--- config.mk ---
export PLATFORM = sky130hd
export DESIGN_NAME = sample_stream_fifo
export DESIGN_NICKNAME = d
export VERILOG_FILES = /design/src/rtl/sample_stream_pkg.sv /design/src/rtl/sample_stream_ram.sv /design/src/rtl/sample_stream_fifo.sv
export SDC_FILE = /design/constraint.sdc
export NUM_CORES = 1
export LEC_CHECK = 0
export CAP_MARGIN = 20
export CORE_ASPECT_RATIO = 0.7
export CORE_MARGIN = 3
export CORE_UTILIZATION = 40
export DETAILED_ROUTE_END_ITERATION = 8
export GPL_TIMING_DRIVEN = 0
export HOLD_SLACK_MARGIN = 0.15
export SYNTH_ARGS = -nofsm -noshare
export SYNTH_HDL_FRONTEND = slang
export SYNTH_SLANG_ARGS = --single-unit
--- constraint.sdc ---
create_clock -name clk -period 5.84 [get_ports clk]
set_input_delay 1.168 -clock clk [delete_from_list [all_inputs] [get_ports clk]]
set_output_delay 1.168 -clock clk [all_outputs]
set_load 0.1 [all_outputs]
--- src/rtl/sample_stream_pkg.sv ---
// Shared types and helpers for the sample stream FIFO.
// Pointer width helper, default pointer type, default counter width.
package sample_stream_pkg;

  localparam int DEFAULT_DEPTH       = 4;
  localparam int DEFAULT_COUNT_WIDTH = 16;

  // Pointer carries one extra MSB to tell full from empty.
  function automatic int ptr_width(input int depth);
    return $clog2(depth) + 1;
  endfunction

  typedef logic [ptr_width(DEFAULT_DEPTH)-1:0] ptr_t;

endpackage

--- src/rtl/sample_stream_ram.sv ---
// DEPTH x DATA_WIDTH storage: synchronous write, async read, no reset.
// Ports: clk, we/waddr/wdata write port, raddr/rdata read port.
module sample_stream_ram #(
  parameter int DATA_WIDTH = 8,
  parameter int DEPTH      = 4,
  localparam int AW        = $clog2(DEPTH)
) (
  input  logic                  clk,
  input  logic                  we,
  input  logic [AW-1:0]         waddr,
  input  logic [DATA_WIDTH-1:0] wdata,
  input  logic [AW-1:0]         raddr,
  output logic [DATA_WIDTH-1:0] rdata
);

  logic [DATA_WIDTH-1:0] mem [DEPTH];

  always_ff @(posedge clk) begin
    if (we) mem[waddr] <= wdata;
  end

  assign rdata = mem[raddr];

endmodule

--- src/rtl/sample_stream_fifo.sv ---
// First-word-fall-through valid/ready FIFO with flush, level,
// almost_full and a wrapping output-handshake counter.
// Ports: clk, rst, flush, stream_in_*, stream_out_*, level,
// almost_full, xfer_count.
module sample_stream_fifo
  import sample_stream_pkg::*;
#(
  parameter int DATA_WIDTH        = 8,
  parameter int DEPTH             = 4,
  parameter int ALMOST_FULL_LEVEL = DEPTH - 1,
  parameter int COUNT_WIDTH       = DEFAULT_COUNT_WIDTH,
  localparam int LW               = $clog2(DEPTH + 1)
) (
  input  logic                   clk,
  input  logic                   rst,
  input  logic                   flush,
  input  logic                   stream_in_valid,
  output logic                   stream_in_ready,
  input  logic [DATA_WIDTH-1:0]  stream_in_data,
  output logic                   stream_out_valid,
  input  logic                   stream_out_ready,
  output logic [DATA_WIDTH-1:0]  stream_out_data,
  output logic [LW-1:0]          level,
  output logic                   almost_full,
  output logic [COUNT_WIDTH-1:0] xfer_count
);

  localparam int AW = $clog2(DEPTH);
  localparam int PW = ptr_width(DEPTH);
  localparam logic [LW-1:0] AF_LVL = LW'(ALMOST_FULL_LEVEL);

  typedef logic [PW-1:0] fifo_ptr_t;

  fifo_ptr_t wr_ptr;
  fifo_ptr_t rd_ptr;
  logic      empty;
  logic      full;
  logic      push;
  logic      pop;

  assign empty = (wr_ptr == rd_ptr);
  assign full  = (wr_ptr[PW-1] != rd_ptr[PW-1]) &&
                 (wr_ptr[AW-1:0] == rd_ptr[AW-1:0]);

  // Ready never looks at stream_out_ready: no comb path through.
  assign stream_in_ready  = !full && !flush && !rst;
  assign stream_out_valid = !empty && !flush;

  assign push = stream_in_valid && stream_in_ready;
  assign pop  = stream_out_valid && stream_out_ready;

  assign level       = LW'(wr_ptr - rd_ptr);
  assign almost_full = (level >= AF_LVL);

  always_ff @(posedge clk) begin
    if (rst) begin
      wr_ptr     <= '0;
      rd_ptr     <= '0;
      xfer_count <= '0;
    end else if (flush) begin
      wr_ptr <= '0;
      rd_ptr <= '0;
    end else begin
      if (push) wr_ptr <= wr_ptr + PW'(1);
      if (pop) begin
        rd_ptr     <= rd_ptr + PW'(1);
        xfer_count <= xfer_count + COUNT_WIDTH'(1);
      end
    end
  end

  sample_stream_ram #(
    .DATA_WIDTH (DATA_WIDTH),
    .DEPTH      (DEPTH)
  ) u_ram (
    .clk   (clk),
    .we    (push),
    .waddr (wr_ptr[AW-1:0]),
    .wdata (stream_in_data),
    .raddr (rd_ptr[AW-1:0]),
    .rdata (stream_out_data)
  );

endmodule

Yosys cells after proc, flatten, opt, wreduce, memory -nomap -nowiden
Memories as Yosys holds them, arrays and structs flattened. A register that Yosys moved wholly into a read port is not among the register bits. Cells that the tools add are included. W data, S select, Z words.

Add/sub/neg operators: 4. Order comparisons: 1. Equal/unequal tests: 3. Mux-type cells: 4. Bitwise gates (word level): 1. Reduce and logical (&&, ||, !) cells: 12.

Operators with widths (number): $add A16 B1 Y16 const B (1); $add A3 B1 Y3 const B (2); $logic_and A1 B1 Y1 (6); $logic_not A1 Y1 (4); $mux W2 (2); $eq A3 B3 Y1 (1); $ge A3 B2 Y1 const B (1); $sub A3 B3 Y3 (1); $eq A2 B2 Y1 (1); $mux W1 (2); $reduce_and A2 Y1 (1); $reduce_or A2 Y1 (1); $ne A1 B1 Y1 (1); $not A1 Y1 (1).

Register bits: 22. Bits in writable memories: 32. Input bits: 13. Output and inout port bits: 30. Logic and storage cells: 29. Memories: 1.

Memory list: u_ram.mem (depth 4, bits a word 8, rd ports 1, clocked after Yosys merged registers in 1, write ports 1, line sample_stream_ram.sv:16) `logic [DATA_WIDTH-1:0] mem [DEPTH];`.

Longest topological paths before layout
Gate-level depths: netlist (run 1).

Depth in word-level cells: 8. Gate-level depth with buffers: 6. Gate-level depth less buffers: 6.

Cells and area by module
From an unflattened synthesis (run 1), not the netlist that was laid out.

Cells, all modules: 173. Area total of the unflattened synthesis: 2324.7 um^2.

Modules (own cells, without submodules): sample_stream_ram (instances 1, cells an instance 46, area each 1188.6 um^2, sequential area each 960.9 um^2); sample_stream_fifo (instances 1, cells an instance 127, area each 1136.1 um^2, sequential area each 440.4 um^2).

Least setup slack after synthesis (run 1)
No wires, ideal clock.

Kind: register -> output. Start point: register wr_ptr[0]. End point: output almost_full. Data arrival time: 3.314 ns. Data required time: 4.672 ns. Path slack: 1.358 ns. Cell stages (with the launch flop): 7. Buffers on the path: 0. Path through: dfxtp_1 -> inv_1 -> ha_1 -> inv_1 -> fa_1 -> xnor2_1 -> a21o_1.

Word-level cells in the longest chain between the ends: 2.

Ends and longest elaborated chain: from (decl) (line sample_stream_fifo.sv:34) `fifo_ptr_t wr_ptr;`; from (signal assigned) (line sample_stream_fifo.sv:64) `if (push) wr_ptr <= wr_ptr + PW'(1);`; $sub A3 B3 Y3 (line sample_stream_fifo.sv:52) `assign level = LW'(wr_ptr - rd_ptr);`; net level[2] (line sample_stream_fifo.sv:23) `output logic [LW-1:0] level,`; $ge A3 B2 Y1 (line sample_stream_fifo.sv:53) `assign almost_full = (level >= AF_LVL);`; to (decl) (line sample_stream_fifo.sv:24) `output logic almost_full,`.

The timed path passes the listed nets, and every way through them passes these cells.

Worst setup path in the final report (run 1)
Start point: input flush. End point: output stream_in_ready.

Word-level cells in the longest chain between the ends: 3.

Ends and longest elaborated chain: from (decl) (line sample_stream_fifo.sv:16) `input logic flush,`; $logic_not A1 Y1 (line sample_stream_fifo.sv:46) `assign stream_in_ready = !full && !flush && !rst;`; $logic_and A1 B1 Y1 (2 in series) (line sample_stream_fifo.sv:46); to (decl) (line sample_stream_fifo.sv:18) `output logic stream_in_ready,`.

Every way passes these cells.

==> results of run 1 <==
[cell families after synthesis]
group                    synth area share
AND/OR/NAND/NOR                    0.1081
buffers and inverters             0.02550
flip-flops                         0.5875
AO/OA/AOI/OAI                      0.1040
XOR/XNOR                          0.03519
adder cells (fa/ha/maj)           0.04896
multiplexers                      0.09077
[worst min-delay path by stage]
stage                                           start                           to  slack [ns]  depth (start not counted)
after floorplan                rd_ptr[1]$_SDFFE_PP0P_                         flop        0.52                          2
after global placement    xfer_count[14]$_SDFFE_PP0P_  xfer_count[14]$_SDFFE_PP0P_        0.49                          2
after detailed placement  xfer_count[14]$_SDFFE_PP0P_  xfer_count[14]$_SDFFE_PP0P_        0.49                          2
after CTS                 xfer_count[14]$_SDFFE_PP0P_  xfer_count[14]$_SDFFE_PP0P_        0.51                          2
after global routing      xfer_count[14]$_SDFFE_PP0P_  xfer_count[14]$_SDFFE_PP0P_        0.56                          2
final                     xfer_count[14]$_SDFFE_PP0P_  xfer_count[14]$_SDFFE_PP0P_        0.51                          2
[layout make-up]
type | instances | area [sq um] | share of cell area
plain buffers | 6 | 36.28 | 0.01192
clock buffers | 7 | 76.32 | 0.02508
clock inverters | 1 | 8.758 | 0.002878
inverters | 7 | 26.28 | 0.008635
multi-input cells | 112 | 949.7 | 0.3121
flip-flops and latches | 56 | 1441 | 0.4737
well taps | 75 | 93.84 | 0.03084
repair buffers | 41 | 410.4 | 0.1349
[where the power goes]
group | internal (mW) | switching (mW)
Sequential | 0.418 | 0.00104
Combinational | 0.0173 | 0.0365
Clock | 0.0859 | 0.117
Total | 0.522 | 0.155
[cell usage after synthesis, types with 6 or more instances]
| cell | instances |
|---|---|
| mux4_2 | 8 |
| o31ai_1 | 6 |
| o21ai_0 | 7 |
| a21oi_1 | 10 |
| dfxtp_1 | 24 |
| edfxtp_1 | 32 |
| ha_1 | 8 |
| nor2_1 | 14 |
| inv_1 | 7 |
| nand2_1 | 8 |
[registers in the layout (all words and copies together) (netlist names), named ones only]
signal / count
xfer_count: 16
rd_ptr: 3
u_ram.mem: 32
wr_ptr: 3
[routing by layer]
layer,vias to the layer above,global-route usage,share of wire
met5,-,0,0
met4,0,0.05000,0.011
met3,7,0.02821,0.033
met2,31,0.1949,0.41
met1,751,0.2382,0.54
li1,777,-,-
[through the flow]
stage / utilization / hold slack (ns)
finish: 0.5209 / 0.5058
global route: 0.5209 / 0.5612
global placement: 0.5063 / 0.4861
detailed placement: 0.5063 / 0.4936
floorplan: - / 0.5175
CTS: 0.5209 / 0.5064
[worst max-delay path, stage by stage]
cell,delay (ns)
clkdlybuf4s50_1,0.45
or2_2,0.32
buf_6,0.15
a31oi_1,0.14
clkdlybuf4s50_1,1.16
==> results by group, run 1 <==
Status
  • Status: completed

Setup path
  • Critical path launch point: flush
  • Worst setup path end: stream_in_ready
  • R2R setup slack: 3.57 ns
  • CP Capture Type: primary output
  • Kind of critical path: primary input to primary output
  • RR Endpoint: xfer_count[12]$_SDFFE_PP0P_
  • CP max FO: 10
  • R2R depth: 6
  • CP startpoint kind: primary input
  • Req. time, crit path: 4.67 ns
  • Critical Path AT: 3.40 ns
  • Worst r2r src: wr_ptr[0]$_SDFFE_PP0N_

Finish
  • Fillers: 531
  • Post-route insts no fill: 305
  • Fin area: 3043 sq um
  • Final #Nets: 251
  • Commonest non-fill, non-tap cell in the layout: clkdlybuf4s50_1
  • Layout area overhead: 24.02%
  • Layout cell share with drive strength beyond 1: 0.1174
  • ANT cells: 0
  • Most frequent cells in the layout: clkdlybuf4s50_1, edfxtp_1, dfxtp_1

Clock network
  • Clock Sinks: 56
  • CTS tree: built
  • Later-pin clock latency in the skew report: 0.30 ns
  • Post-CTS Resized: 0
  • CTS Buffer Depth: 2
  • Register clock-pin slew on the reported worst setup and hold paths: 0.09 ns
  • H-tree levels: 2
  • Clk root buf: clkbuf_8
  • Num CTS Buffers: 5
  • Post-CTS setup buffer count: 0
  • Post-CTS Hold Fix Bufs: 0

Synth
  • Post-Syn Nets: 203
  • Post-synth EDFFs: 32
  • Sequential fraction of the synthesis area: 0.5875
  • Netlist cell types: 41
  • Synth top area share: 0.3916
  • Ys Warns: 0
  • Yosys top cell by area: edfxtp_1
  • Number of synthesized register bits: 56
  • Mapped Cells: 181
  • Prevailing post-synth register cell: edfxtp_1
  • Mapped Avg Cell Area: 13.56 sq um
  • Synthesized area: 2454 sq um
  • Area contributors post-synth: edfxtp_1, dfxtp_1, mux4_2
  • Async set or reset register ratio after synthesis: 0

Placement
  • Post-placement cell area: 2958 sq um
  • Port-buffer cells: 41
  • Post-DP HPWL: 3458 um
  • Routability Congestion: 0.7221
  • Placed Cells: 297
  • Worst slack, placed: 1.276 ns

Power and ir drop
  • P per Cell Area: 222.4 nW/um^2
  • Tot Pwr: 0.6767 mW
  • P_leak: 1.004 nW
  • VDD IR-drop max: 0.09745 mV

STA
  • Max_slew headroom: 0.3419
  • Fmax: 219.1 MHz
  • Final hold violation count: 0
  • RSZ-0062 raised after global routing: false
  • Worst Skew: 0.006085 ns
  • Final setup fails: 0
  • Tightest Pin Transition: 0.9841 ns
  • Sum Neg Setup Slack: 0 ns
  • Final Max Tran Viols: 0
  • Fin crit share: 0.7815
  • Final setup margin: 1.276 ns
  • Fin crit period: 4.564 ns

Detailed routing
  • Post-Route WL: 4778 um
  • Routed WL per cell: 15.67 um
  • Via/cell ratio: 5.134
  • Via count: 1,566
  • Drc violations: 0
  • Iter 0 DRT Violations: 43
  • Final ANT Viol Nets: 0
  • DR pass1 iterations: 4

Die
  • Core box area: 5842 sq um
  • Rows: 23
  • Ports: 43
  • Starting density of the core: 0.4200
  • Die Y: 71.53 um
  • Die W: 99.61 um
  • Die area: 7125 sq um

Global routing
  • Tot GR Track Use: 0.1475
  • GRT overflow: 0
  • Global-route wire length before repair: 8024 um
  • Vias in the first global route: 1,522
  • Initial antenna violation count: 0
  • Largest net degree at the start of global routing: 17

Run
  • Max cap viols: 0

Hold path
  • Hold Crit Class: flop to flop
Note: power is estimated with default switching activity, not from simulation.
==> run 2, diff against run 1 <==
==> constraint.sdc (replaced) <==
create_clock -name clk -period 4.7 [get_ports clk]
set_input_delay 0.94 -clock clk [delete_from_list [all_inputs] [get_ports clk]]
set_output_delay 0.94 -clock clk [all_outputs]
set_load 0.1 [all_outputs]
==> results of run 2 <==
The final DEF is identical to that of run 1. Status: completed.
Main changes from that run: setup slack after placement 1.276 ns -> 0.5922 ns; setup slack after layout 1.276 ns -> 0.5918 ns; register-to-register setup slack 3.57 ns -> 2.43 ns; total power 0.6767 mW -> 0.8409 mW; worst IR drop on VDD 0.09745 mV -> 0.1211 mV
